==> config.mk <==
export PLATFORM = sky130hd
export DESIGN_NAME = multiplication_float16
export DESIGN_NICKNAME = d
export VERILOG_FILES = /design/src/rtl/fp16_pkg.sv /design/src/rtl/fp16_norm_round.sv /design/src/rtl/multiplication_float16.sv
export SDC_FILE = /design/constraint.sdc
export NUM_CORES = 1
export LEC_CHECK = 0
export ABC_AREA = 1
export CORE_MARGIN = 5
export CORE_UTILIZATION = 45
export CTS_CLUSTER_DIAMETER = 100
export CTS_CLUSTER_SIZE = 20
export DETAILED_ROUTE_END_ITERATION = 12
export GPL_TIMING_DRIVEN = 0
export PLACE_DENSITY = 0.76
export SYNTH_ARGS = -nofsm -noshare
export SYNTH_HDL_FRONTEND = slang
export SYNTH_SLANG_ARGS = --single-unit
==> constraint.sdc <==
create_clock -name clk -period 5.7 [get_ports clk]
set_input_delay 1.14 -clock clk [delete_from_list [all_inputs] [get_ports clk]]
set_output_delay 1.14 -clock clk [all_outputs]
set_load 0.005 [all_outputs]
==> src/rtl/fp16_pkg.sv <==
`default_nettype none
// ============================================================================
// Module      : fp16_pkg
// Description : Shared IEEE-754 half-precision constants, operand classes and
//               a classification helper for the float16 arithmetic blocks.
// Revision    : 1.0 - initial release
// ============================================================================
package fp16_pkg;

    localparam int          FP16_BIAS    = 15;
    localparam int          FP16_EXP_MAX = 31;
    localparam logic [15:0] FP16_QNAN    = 16'h7E00;
    localparam int          EXP_W        = 5;
    localparam int          FRAC_W       = 10;

    typedef enum logic [1:0] {
        ZERO = 2'd0,
        NORM = 2'd1,
        INF  = 2'd2,
        NAN  = 2'd3
    } fp16_class_t;

    // Subnormal encodings fall into ZERO: the datapath flushes them.
    function automatic fp16_class_t fp16_classify(input logic [15:0] v);
        logic [EXP_W-1:0]  ex;
        logic [FRAC_W-1:0] fr;
        ex = v[14:10];
        fr = v[9:0];
        if (ex == '0) begin
            return ZERO;
        end else if (ex == EXP_W'(FP16_EXP_MAX)) begin
            return (fr == '0) ? INF : NAN;
        end else begin
            return NORM;
        end
    endfunction

endpackage
`default_nettype wire

==> src/rtl/fp16_norm_round.sv <==
`default_nettype none
// ============================================================================
// Module      : fp16_norm_round
// Description : Combinational normalise / round / pack of a 22-bit mantissa
//               product. MULTIPLICATION_FLOAT16_RNE_EN selects round-to-
//               nearest-even; otherwise the product is truncated.
// Revision    : 1.0 - initial release
// ============================================================================
module fp16_norm_round
    import fp16_pkg::*;
(
    input  logic        [21:0] p,
    input  logic signed [6:0]  e,
    input  logic               sign,
    output logic        [15:0] result
);

    localparam logic signed [7:0] c_exp_max = 8'(FP16_EXP_MAX);

    logic                     w_hi;
    logic [FRAC_W-1:0]        w_mant;
    logic signed [7:0]        w_e_norm;
    logic [FRAC_W-1:0]        w_mant_rnd;
    logic signed [7:0]        w_e_rnd;

    assign w_hi     = p[21];
    assign w_mant   = w_hi ? p[20:11] : p[19:10];
    assign w_e_norm = {e[6], e} + {7'd0, w_hi};

`ifdef MULTIPLICATION_FLOAT16_RNE_EN
    logic              w_guard;
    logic              w_sticky;
    logic              w_inc;
    logic [FRAC_W:0]   w_sum;

    assign w_guard    = w_hi ? p[10] : p[9];
    assign w_sticky   = w_hi ? (|p[9:0]) : (|p[8:0]);
    assign w_inc      = w_guard & (w_sticky | w_mant[0]);
    assign w_sum      = {1'b0, w_mant} + {{FRAC_W{1'b0}}, w_inc};
    // A carry out leaves the fraction at zero and bumps the exponent.
    assign w_mant_rnd = w_sum[FRAC_W-1:0];
    assign w_e_rnd    = w_e_norm + {7'd0, w_sum[FRAC_W]};
`else
    logic w_unused_lsbs;

    assign w_unused_lsbs = ^p[9:0];
    assign w_mant_rnd    = w_mant;
    assign w_e_rnd       = w_e_norm;
`endif

    always_comb begin
        if (w_e_rnd >= c_exp_max) begin
            result = {sign, 5'h1F, 10'h000};
        end else if (w_e_rnd <= 8'sd0) begin
            result = {sign, 15'h0000};
        end else begin
            result = {sign, w_e_rnd[EXP_W-1:0], w_mant_rnd};
        end
    end

endmodule
`default_nettype wire

==> src/rtl/multiplication_float16.sv <==
`default_nettype none
// ============================================================================
// Module      : multiplication_float16
// Description : Three-stage pipelined float16 multiplier with valid/ready
//               handshake and whole-pipe stall. Rounding mode is selected by
//               MULTIPLICATION_FLOAT16_RNE_EN (defined: RNE, else truncate).
// Revision    : 1.0 - initial release
// ============================================================================
module multiplication_float16
    import fp16_pkg::*;
#(
    parameter int DATA_WIDTH = 16,
    parameter int LATENCY    = 3
) (
    input  logic                  clk,
    input  logic                  rst_n,
    input  logic                  in_vld,
    output logic                  in_rdy,
    input  logic [DATA_WIDTH-1:0] multiplicand,
    input  logic [DATA_WIDTH-1:0] multiplier,
    output logic                  out_vld,
    input  logic                  out_rdy,
    output logic [DATA_WIDTH-1:0] result
);

    generate
        if (DATA_WIDTH != 16 || LATENCY != 3) begin : g_bad_param
            $error("multiplication_float16 supports only DATA_WIDTH=16, LATENCY=3");
        end
    endgenerate

    // ---------------- handshake ----------------
    logic w_advance;

    assign w_advance = ~out_vld | out_rdy;
    assign in_rdy    = w_advance;

    // ---------------- S1 decode ----------------
    fp16_class_t       w_cls_a;
    fp16_class_t       w_cls_b;
    logic              w_sign;
    logic              w_nan;
    logic              w_special;
    logic [15:0]       w_spec_val;
    logic signed [6:0] w_e_sum;

    assign w_cls_a = fp16_classify(multiplicand);
    assign w_cls_b = fp16_classify(multiplier);
    assign w_sign  = multiplicand[15] ^ multiplier[15];

    assign w_nan = (w_cls_a == NAN) || (w_cls_b == NAN) ||
                   (w_cls_a == INF && w_cls_b == ZERO) ||
                   (w_cls_a == ZERO && w_cls_b == INF);
    assign w_special = (w_cls_a != NORM) || (w_cls_b != NORM);

    always_comb begin
        if (w_nan) begin
            w_spec_val = FP16_QNAN;
        end else if (w_cls_a == INF || w_cls_b == INF) begin
            w_spec_val = {w_sign, 5'h1F, 10'h000};
        end else begin
            w_spec_val = {w_sign, 15'h0000};
        end
    end

    assign w_e_sum = $signed({2'b00, multiplicand[14:10]})
                   + $signed({2'b00, multiplier[14:10]})
                   - 7'(FP16_BIAS);

    // ---------------- stage registers ----------------
    logic              r_s1_vld;
    logic              r_s1_special;
    logic [15:0]       r_s1_spec_val;
    logic              r_s1_sign;
    logic [FRAC_W:0]   r_s1_ma;
    logic [FRAC_W:0]   r_s1_mb;
    logic signed [6:0] r_s1_e;

    logic              r_s2_vld;
    logic              r_s2_special;
    logic [15:0]       r_s2_spec_val;
    logic              r_s2_sign;
    logic [21:0]       r_s2_p;
    logic signed [6:0] r_s2_e;

    logic              r_out_vld;
    logic [15:0]       r_result;
    logic [15:0]       w_norm_result;

    always_ff @(posedge clk or negedge rst_n) begin
        if (!rst_n) begin
            r_s1_vld  <= 1'b0;
            r_s2_vld  <= 1'b0;
            r_out_vld <= 1'b0;
            r_result  <= '0;
        end else if (w_advance) begin
            r_s1_vld  <= in_vld;
            r_s2_vld  <= r_s1_vld;
            r_out_vld <= r_s2_vld;
            // Bubbles leave the last result on the bus untouched.
            if (r_s2_vld) begin
                r_result <= r_s2_special ? r_s2_spec_val : w_norm_result;
            end
        end
    end

    always_ff @(posedge clk) begin
        if (w_advance) begin
            r_s1_special  <= w_special;
            r_s1_spec_val <= w_spec_val;
            r_s1_sign     <= w_sign;
            r_s1_ma       <= {1'b1, multiplicand[FRAC_W-1:0]};
            r_s1_mb       <= {1'b1, multiplier[FRAC_W-1:0]};
            r_s1_e        <= w_e_sum;

            r_s2_special  <= r_s1_special;
            r_s2_spec_val <= r_s1_spec_val;
            r_s2_sign     <= r_s1_sign;
            r_s2_p        <= {11'd0, r_s1_ma} * {11'd0, r_s1_mb};
            r_s2_e        <= r_s1_e;
        end
    end

    // ---------------- S3 normalise / round / pack ----------------
    fp16_norm_round u_norm_round (
        .p      (r_s2_p),
        .e      (r_s2_e),
        .sign   (r_s2_sign),
        .result (w_norm_result)
    );

    assign out_vld = r_out_vld;
    assign result  = r_result;

endmodule
`default_nettype wire
==> metrics.md, run 1 <==
| Metric | Value |
|---|---|
| Root buffer cell | clkbuf_16 |
| Met3 routed wirelength | 454 µm |
| Syn_nets | 1,059 |
| Met2 Wirelength | 7260 µm |
| Slowest stage delay, CP | 570 ps |
| Antenna-violating nets left | 0 |
| Ports | 54 |
| Fin Hold WS | 417 ps |
| Die width | 138 µm |
| WL/cell | 12.7 µm |
| Relative slew margins | 0.405 |
| Nets@finish | 1,123 |
| Total negative slack | 0 ps |
| Die Y | 138 µm |
| Critical path class | flip-flop to flip-flop |
| Post-Syn Instances | 876 |
| Setup slack, reg-to-reg | 360 ps |
| Worst setup EP type | flip-flop |
| FF-to-FF path depth | 20 |
| Post-Syn Area | 7380 µm² |
| Avg Inst Size Synth | 8.42 µm² |
| H-Tree Level Count | 3 |
| GP Congestion | 0.857 |
| Clock buffer depth | 2 |
| Register bit total from synthesis | 75 |
| Hold Crit Start | r_s1_e[4] |
| Synth top area share | 0.228 |
| TritonRoute pass-1 iters | 5 |
| Syn-to-layout area delta | 15.1% |
| CTS sink cnt | 75 |
| Antenna cells | 0 |
| Row cnt | 46 |
| Initial Util | 0.461 |
| Post-detail-place hpwl | 12,000 µm |
| Fin crit period | 5340 ps |
| Buf/Inv on CP | 6 |
| Post-CTS setup buffer count | 0 |
| Vias/cell | 4.81 |
| RSZ-0062 raised after global routing | false |
| Total Routing Usage GR | 0.167 |
| Grt ovf | 0 |
| Worst Tran Pin Value | 889 ps |
| Crit path required time | 5800 ps |
| TritonCTS Buffers | 9 |
| Crit-path cells | clkbuf_1 -> nand2_1 -> fa_1 -> inv_1 -> fa_1 -> inv_1 -> fa_1 -> inv_1 -> fa_1 -> inv_1 -> fa_1 -> inv_1 -> ha_1 -> a21o_1 -> a31oi_1 -> nor2_1 -> nor2_1 -> nand2_1 -> nand2_1 -> nand2_1 |
| Clock skew | 6.15 ps |
| Fin. max-slew vios | 0 |
| Clk_lat worst skew | 340 ps |
| Fraction of layout cells with a size suffix above 1 | 0.0381 |
| Asr flop ratio synth | 0.253 |
| Hold Crit Depth | 0 |
| Via count | 5,589 |
| F_max | 187 MHz |
| DRT met1 WL | 6770 µm |
| # DRC | 0 |
| Final setup vio count | 0 |
| Worst Hold Class | flip-flop to flip-flop |
| Detailed Route Iter0 Violations | 233 |
| RR Startpoint | r_s1_ma[7] |
| Reg-to-Reg End | r_s2_p[16] |
| Post-synth EDFFs | 56 |
| First-pass GRT wire length | 26,500 µm |
| Kind of cell adding the most delay to the critical path | adder cells |
| Clk slew on worst S/H paths | 60 ps |
| DR top layer | met4 |
| Cell variety after synth | 35 |
| Ys flop type | edfxtp_1 |
| Largest net degree at the start of global routing | 45 |
| Core area | 16,000 µm² |
| Maximum capacitance violations | 0 |
| CTS tree | built |
| Hold Path End | r_s2_e[4] |
| Worst-path fanout max | 10 |
| Status | finished clean |
| Synthesis warning total | 0 |
| Number of port buffers | 53 |
| Worst Path Arrival | 5440 ps |
| Initial antenna violation count | 0 |
| Number of global-route vias before repair | 5,741 |
| Ranking of synthesized cells by area | edfxtp_1, fa_1, nand2_1 |
| Sequential share of the synthesized area | 0.292 |
| Post-synth top area cell | edfxtp_1 |
| Total Wirelength | 14,800 µm |
| Fin crit share | 0.937 |
| Final Hold Fails | 0 |
| Max stage delay cell, worst path | fa_1 |
| Startpoint types | flip-flop |
| # fillers | 1,532 |
| DIE AREA | 19,100 µm² |
sequential cells by signal, summed over array words and instances (netlist names), 3 cells and up:
name / count
result: 16
r_s2_p: 12
r_s1_ma: 10
r_s1_mb: 10
r_s1_e: 7
r_s2_e: 7
r_s1_spec_val: 3
r_s2_spec_val: 3
worst max path at each step:
stage | from | end | slack (ps) | cells after the start
finish | r_s1_ma[7] | r_s2_p[16] | 360 | 20
global route | r_s1_ma[9] | r_s2_p[18] | 30 | 19
CTS | r_s1_mb[2] | r_s2_p[16] | 350 | 20
detailed placement | r_s1_mb[2] | r_s2_p[16] | 370 | 20
global placement | out_rdy | in_rdy | 440 | 4
floorplan | r_s1_ma[7] | r_s2_p[16] | 850 | 20
area by class of cell:
| class | count | area, µm² | share of cell area |
|---|---|---|---|
| multi-input combinational | 563 | 4310 | 0.508 |
| sequential | 75 | 2160 | 0.254 |
| inverter | 215 | 807 | 0.0950 |
| timing repair buffer | 54 | 551 | 0.0648 |
| tap | 216 | 270 | 0.0318 |
| clock buffer | 12 | 268 | 0.0315 |
| buffer | 22 | 97.6 | 0.0115 |
| clock inverter | 4 | 31.3 | 0.00368 |
stage by stage:
step / instance area (µm²) / instances / setup WS, ps / utilization
2_1_floorplan: 7380 / 876 / 849 / -
3_3_place_gp: 8180 / 1145 / 437 / 0.511
3_5_place_dp: 8200 / 1146 / 370 / 0.513
4_1_cts: 8500 / 1162 / 355 / 0.531
5_1_grt: 8500 / 1161 / 34.9 / 0.531
6_report: 8500 / 1161 / 361 / 0.531
cells by family (layout without fill, tap and decap cells):
| family | after synthesis | after routing | share of synthesized area |
|---|---|---|---|
| DFF | 75 | 75 | 0.292 |
| adders and majority gates | 147 | 147 | 0.331 |
| xor gates and xnor gates | 11 | 11 | 0.0131 |
| AOI/OAI and AO/OA | 56 | 56 | 0.0437 |
| and+or+nand+nor | 349 | 349 | 0.197 |
| buffers and inverters | 238 | 307 | 0.123 |
placed cells by master, fill, tap and decap left out, types with 8 or more instances in the layout:
| cell | count |
|---|---|
| nor3_1 | 10 |
| o21ai_0 | 18 |
| nand3_1 | 30 |
| nor2_1 | 47 |
| fa_1 | 80 |
| clkdlybuf4s50_1 | 53 |
| inv_1 | 213 |
| edfxtp_1 | 56 |
| dfrtp_1 | 19 |
| xor2_1 | 8 |
| nand2_1 | 243 |
| clkbuf_16 | 10 |
| ha_1 | 67 |
| a21oi_1 | 16 |
| clkbuf_1 | 17 |
cell usage after synthesis, drive strengths merged (2+ instances only):
library cell / number
fa: 80
o21ai: 23
a21boi: 2
xor2: 8
xnor2: 3
buf: 6
edfxtp: 56
a31oi: 3
dfrtp: 19
a21oi: 16
a211oi: 4
clkbuf: 17
nand2: 248
nand4: 3
nor3: 10
a21o: 4
o21bai: 4
inv: 215
nand3b: 2
ha: 67
nor2: 49
nand3: 33
what timing repair did:
item                                    4_1_cts  5_1_grt
resized for setup                             0        0
hold endpoints to repair                      0        0
hold buffers                                  0        0
endpoints found under the setup margin        0        2
metal layers:
metal,vias up,GRT usage
li1,2787,-
met1,2676,0.220
met2,105,0.292
met3,21,0.0155
met4,0,0.0562
met5,-,0
Power of run 1 is left out: the tool's default activity adds up to more than one toggle a clock period on the data nets, which glitch-free logic cannot reach.
==> run 2: changes to the inputs <==
--- a/config.mk
+++ b/config.mk
@@ -13,6 +13,7 @@
 export DETAILED_ROUTE_END_ITERATION = 12
 export GPL_TIMING_DRIVEN = 0
 export PLACE_DENSITY = 0.76
+export SLEW_MARGIN = 20
 export SYNTH_ARGS = -nofsm -noshare
 export SYNTH_HDL_FRONTEND = slang
 export SYNTH_SLANG_ARGS = --single-unit
==> metrics.md, run 2 (synthesis results as in run 1) <==
| Metric | Value |
|---|---|
| CTS sink cnt | 75 (unchanged) |
| Max stage delay cell, worst path | fa_1 (unchanged) |
| Vias/cell | 4.82 (was 4.81) |
| Worst Hold Class | flip-flop to flip-flop (unchanged) |
| Clk slew on worst S/H paths | 60 ps (about the same) |
| Final setup vio count | 0 (unchanged) |
| Row cnt | 46 (unchanged) |
| Initial Util | 0.461 (unchanged) |
| First-pass GRT wire length | 26,400 µm (was 26,500 µm) |
| Status | finished clean (unchanged) |
| Startpoint types | flip-flop (unchanged) |
| Ports | 54 (unchanged) |
| Commonest non-fill, non-tap cells in the layout | nand2_1, inv_1, fa_1 (unchanged) |
| Maximum capacitance violations | 0 (unchanged) |
| GP Congestion | 0.857 (unchanged) |
| CTS tree | built (unchanged) |
| Post-detail-place hpwl | 11,800 µm (was 12,000 µm) |
| Clock buffer depth | 2 (unchanged) |
| Nets@finish | 1,123 (unchanged) |
| Crit path required time | 5790 ps (was 5800 ps) |
| Dpl ws | 347 ps (was 370 ps) |
| TritonCTS Buffers | 9 (unchanged) |
| Fin crit period | 5360 ps (was 5340 ps) |
| F_max | 186 MHz (was 187 MHz) |
| Core area | 16,000 µm² (unchanged) |
| Detailed Route Iter0 Violations | 337 (was 233) |
| Worst Setup Slack, final | 337 ps (was 361 ps) |
| Crit-path cells | clkbuf_1 -> nand2_1 -> fa_1 -> inv_1 -> fa_1 -> inv_1 -> fa_1 -> inv_1 -> fa_1 -> inv_1 -> fa_1 -> inv_1 -> ha_1 -> a21o_1 -> a31oi_1 -> nor2_1 -> nor2_1 -> nand2_1 -> nand2_1 -> nand2_1 (unchanged) |
| Fin crit share | 0.941 (was 0.937) |
| Setup slack, reg-to-reg | 340 ps (was 360 ps) |
| Number of global-route vias before repair | 5,737 (was 5,741) |
| Die width | 138 µm (unchanged) |
| Syn-to-layout area delta | 15.4% (was 15.1%) |
| Total Routing Usage GR | 0.166 (was 0.167) |
| Clock skew | 8.07 ps (was 6.15 ps) |
| Via count | 5,592 (was 5,589) |
| Post-CTS setup buffer count | 0 (unchanged) |
| WL/cell | 12.7 µm (about the same) |
| Fin Hold WS | 414 ps (was 417 ps) |
| Worst Path Arrival | 5450 ps (was 5440 ps) |
| Largest net degree at the start of global routing | 61 (was 45) |
| Worst-path fanout max | 10 (unchanged) |
| Worst setup EP type | flip-flop (unchanged) |
| Root buffer cell | clkbuf_16 (unchanged) |
| FF-to-FF path depth | 20 (unchanged) |
| Initial antenna violation count | 0 (unchanged) |
| Total Wirelength | 14,800 µm (about the same) |
| Antenna-violating nets left | 0 (unchanged) |
| Number of port buffers | 53 (unchanged) |
| TritonRoute pass-1 iters | 5 (unchanged) |
| Fin. max-slew vios | 0 (unchanged) |
| Max reg flops | 16 (unchanged) |
| Die Y | 138 µm (unchanged) |
| Relative slew margins | 0.424 (was 0.405) |
| Final Hold Fails | 0 (unchanged) |
| # DRC | 0 (unchanged) |
| H-Tree Level Count | 3 (unchanged) |
| Commonest non-fill, non-tap cell in the layout | nand2_1 (unchanged) |
| Grt ovf | 0 (unchanged) |
| Worst Tran Pin Value | 861 ps (was 889 ps) |
| Antenna cells | 0 (unchanged) |
| Reg-to-Reg End | r_s2_p[16] (unchanged) |
| Critical path startpoint | r_s1_ma[7] (unchanged) |
| Slowest stage delay, CP | 570 ps (about the same) |
| DIE AREA | 19,100 µm² (unchanged) |
| Clk_lat worst skew | 340 ps (about the same) |
| RSZ-0062 raised after global routing | true (was false) |
| RR Startpoint | r_s1_ma[7] (unchanged) |
| Worst Setup EP | r_s2_p[16] (unchanged) |
| Fraction of layout cells with a size suffix above 1 | 0.0392 (was 0.0381) |
| Critical path class | flip-flop to flip-flop (unchanged) |
| Hold Crit Depth | 0 (unchanged) |
[run 2: worst max-delay path: cells and delay by family, from the launching register on]
family,cells,cell delay (ps)
adders and majority gates,6,2980
DFF,1,380
and+or+nand+nor,6,560
buffers and inverters,6,720
AOI/OAI and AO/OA,2,490
[run 2: cell type report]
type,instances,area [µm²]
Fill cell,1512,7480
Clock buffer,13,282
Tap cell,216,270
Inverter,215,810
Timing Repair Buffer,54,558
Clock inverter,3,26.3
Multi-Input combinational cell,563,4310
Buffer,22,98.8
Sequential cell,75,2160
[run 2: what timing repair did]
action,4_1_cts,5_1_grt
hold buffers,0,0
setup endpoints to repair,0,3
gates resized for setup,0,2
[run 2: metrics by stage]
stage               setup TNS, ps  utilization  cell area, µm²  cells
CTS                             0        0.532            8520   1162
global route                -14.7        0.532            8520   1161
finish                          0        0.532            8520   1161
detailed placement              0        0.513            8210   1146
global placement                0        0.511            8180   1145
floorplan                       0            -            7380    876
[run 2: worst min path at each step]
stage | start | slack (ps) | endpoint
after floorplan | r_s1_e[0] | 400 | r_s2_e[0]
after global placement | r_s1_spec_val[15] | 400 | r_s2_spec_val[15]
after detailed placement | r_s1_e[4] | 400 | r_s2_e[4]
after CTS | r_s1_e[4] | 420 | r_s2_e[4]
after global routing | r_s1_sign | 420 | r_s2_sign
final | r_s1_e[2] | 410 | r_s2_e[2]
[run 2: per-layer routing]
metal	up-vias	track usage	share of wire
li1	2784	-	-
met1	2680	0.215	0.46
met2	112	0.293	0.49
met3	16	0.0241	0.036
met4	0	0.0400	0.014
met5	-	0	0
Power of run 2 is left out for the same reason.
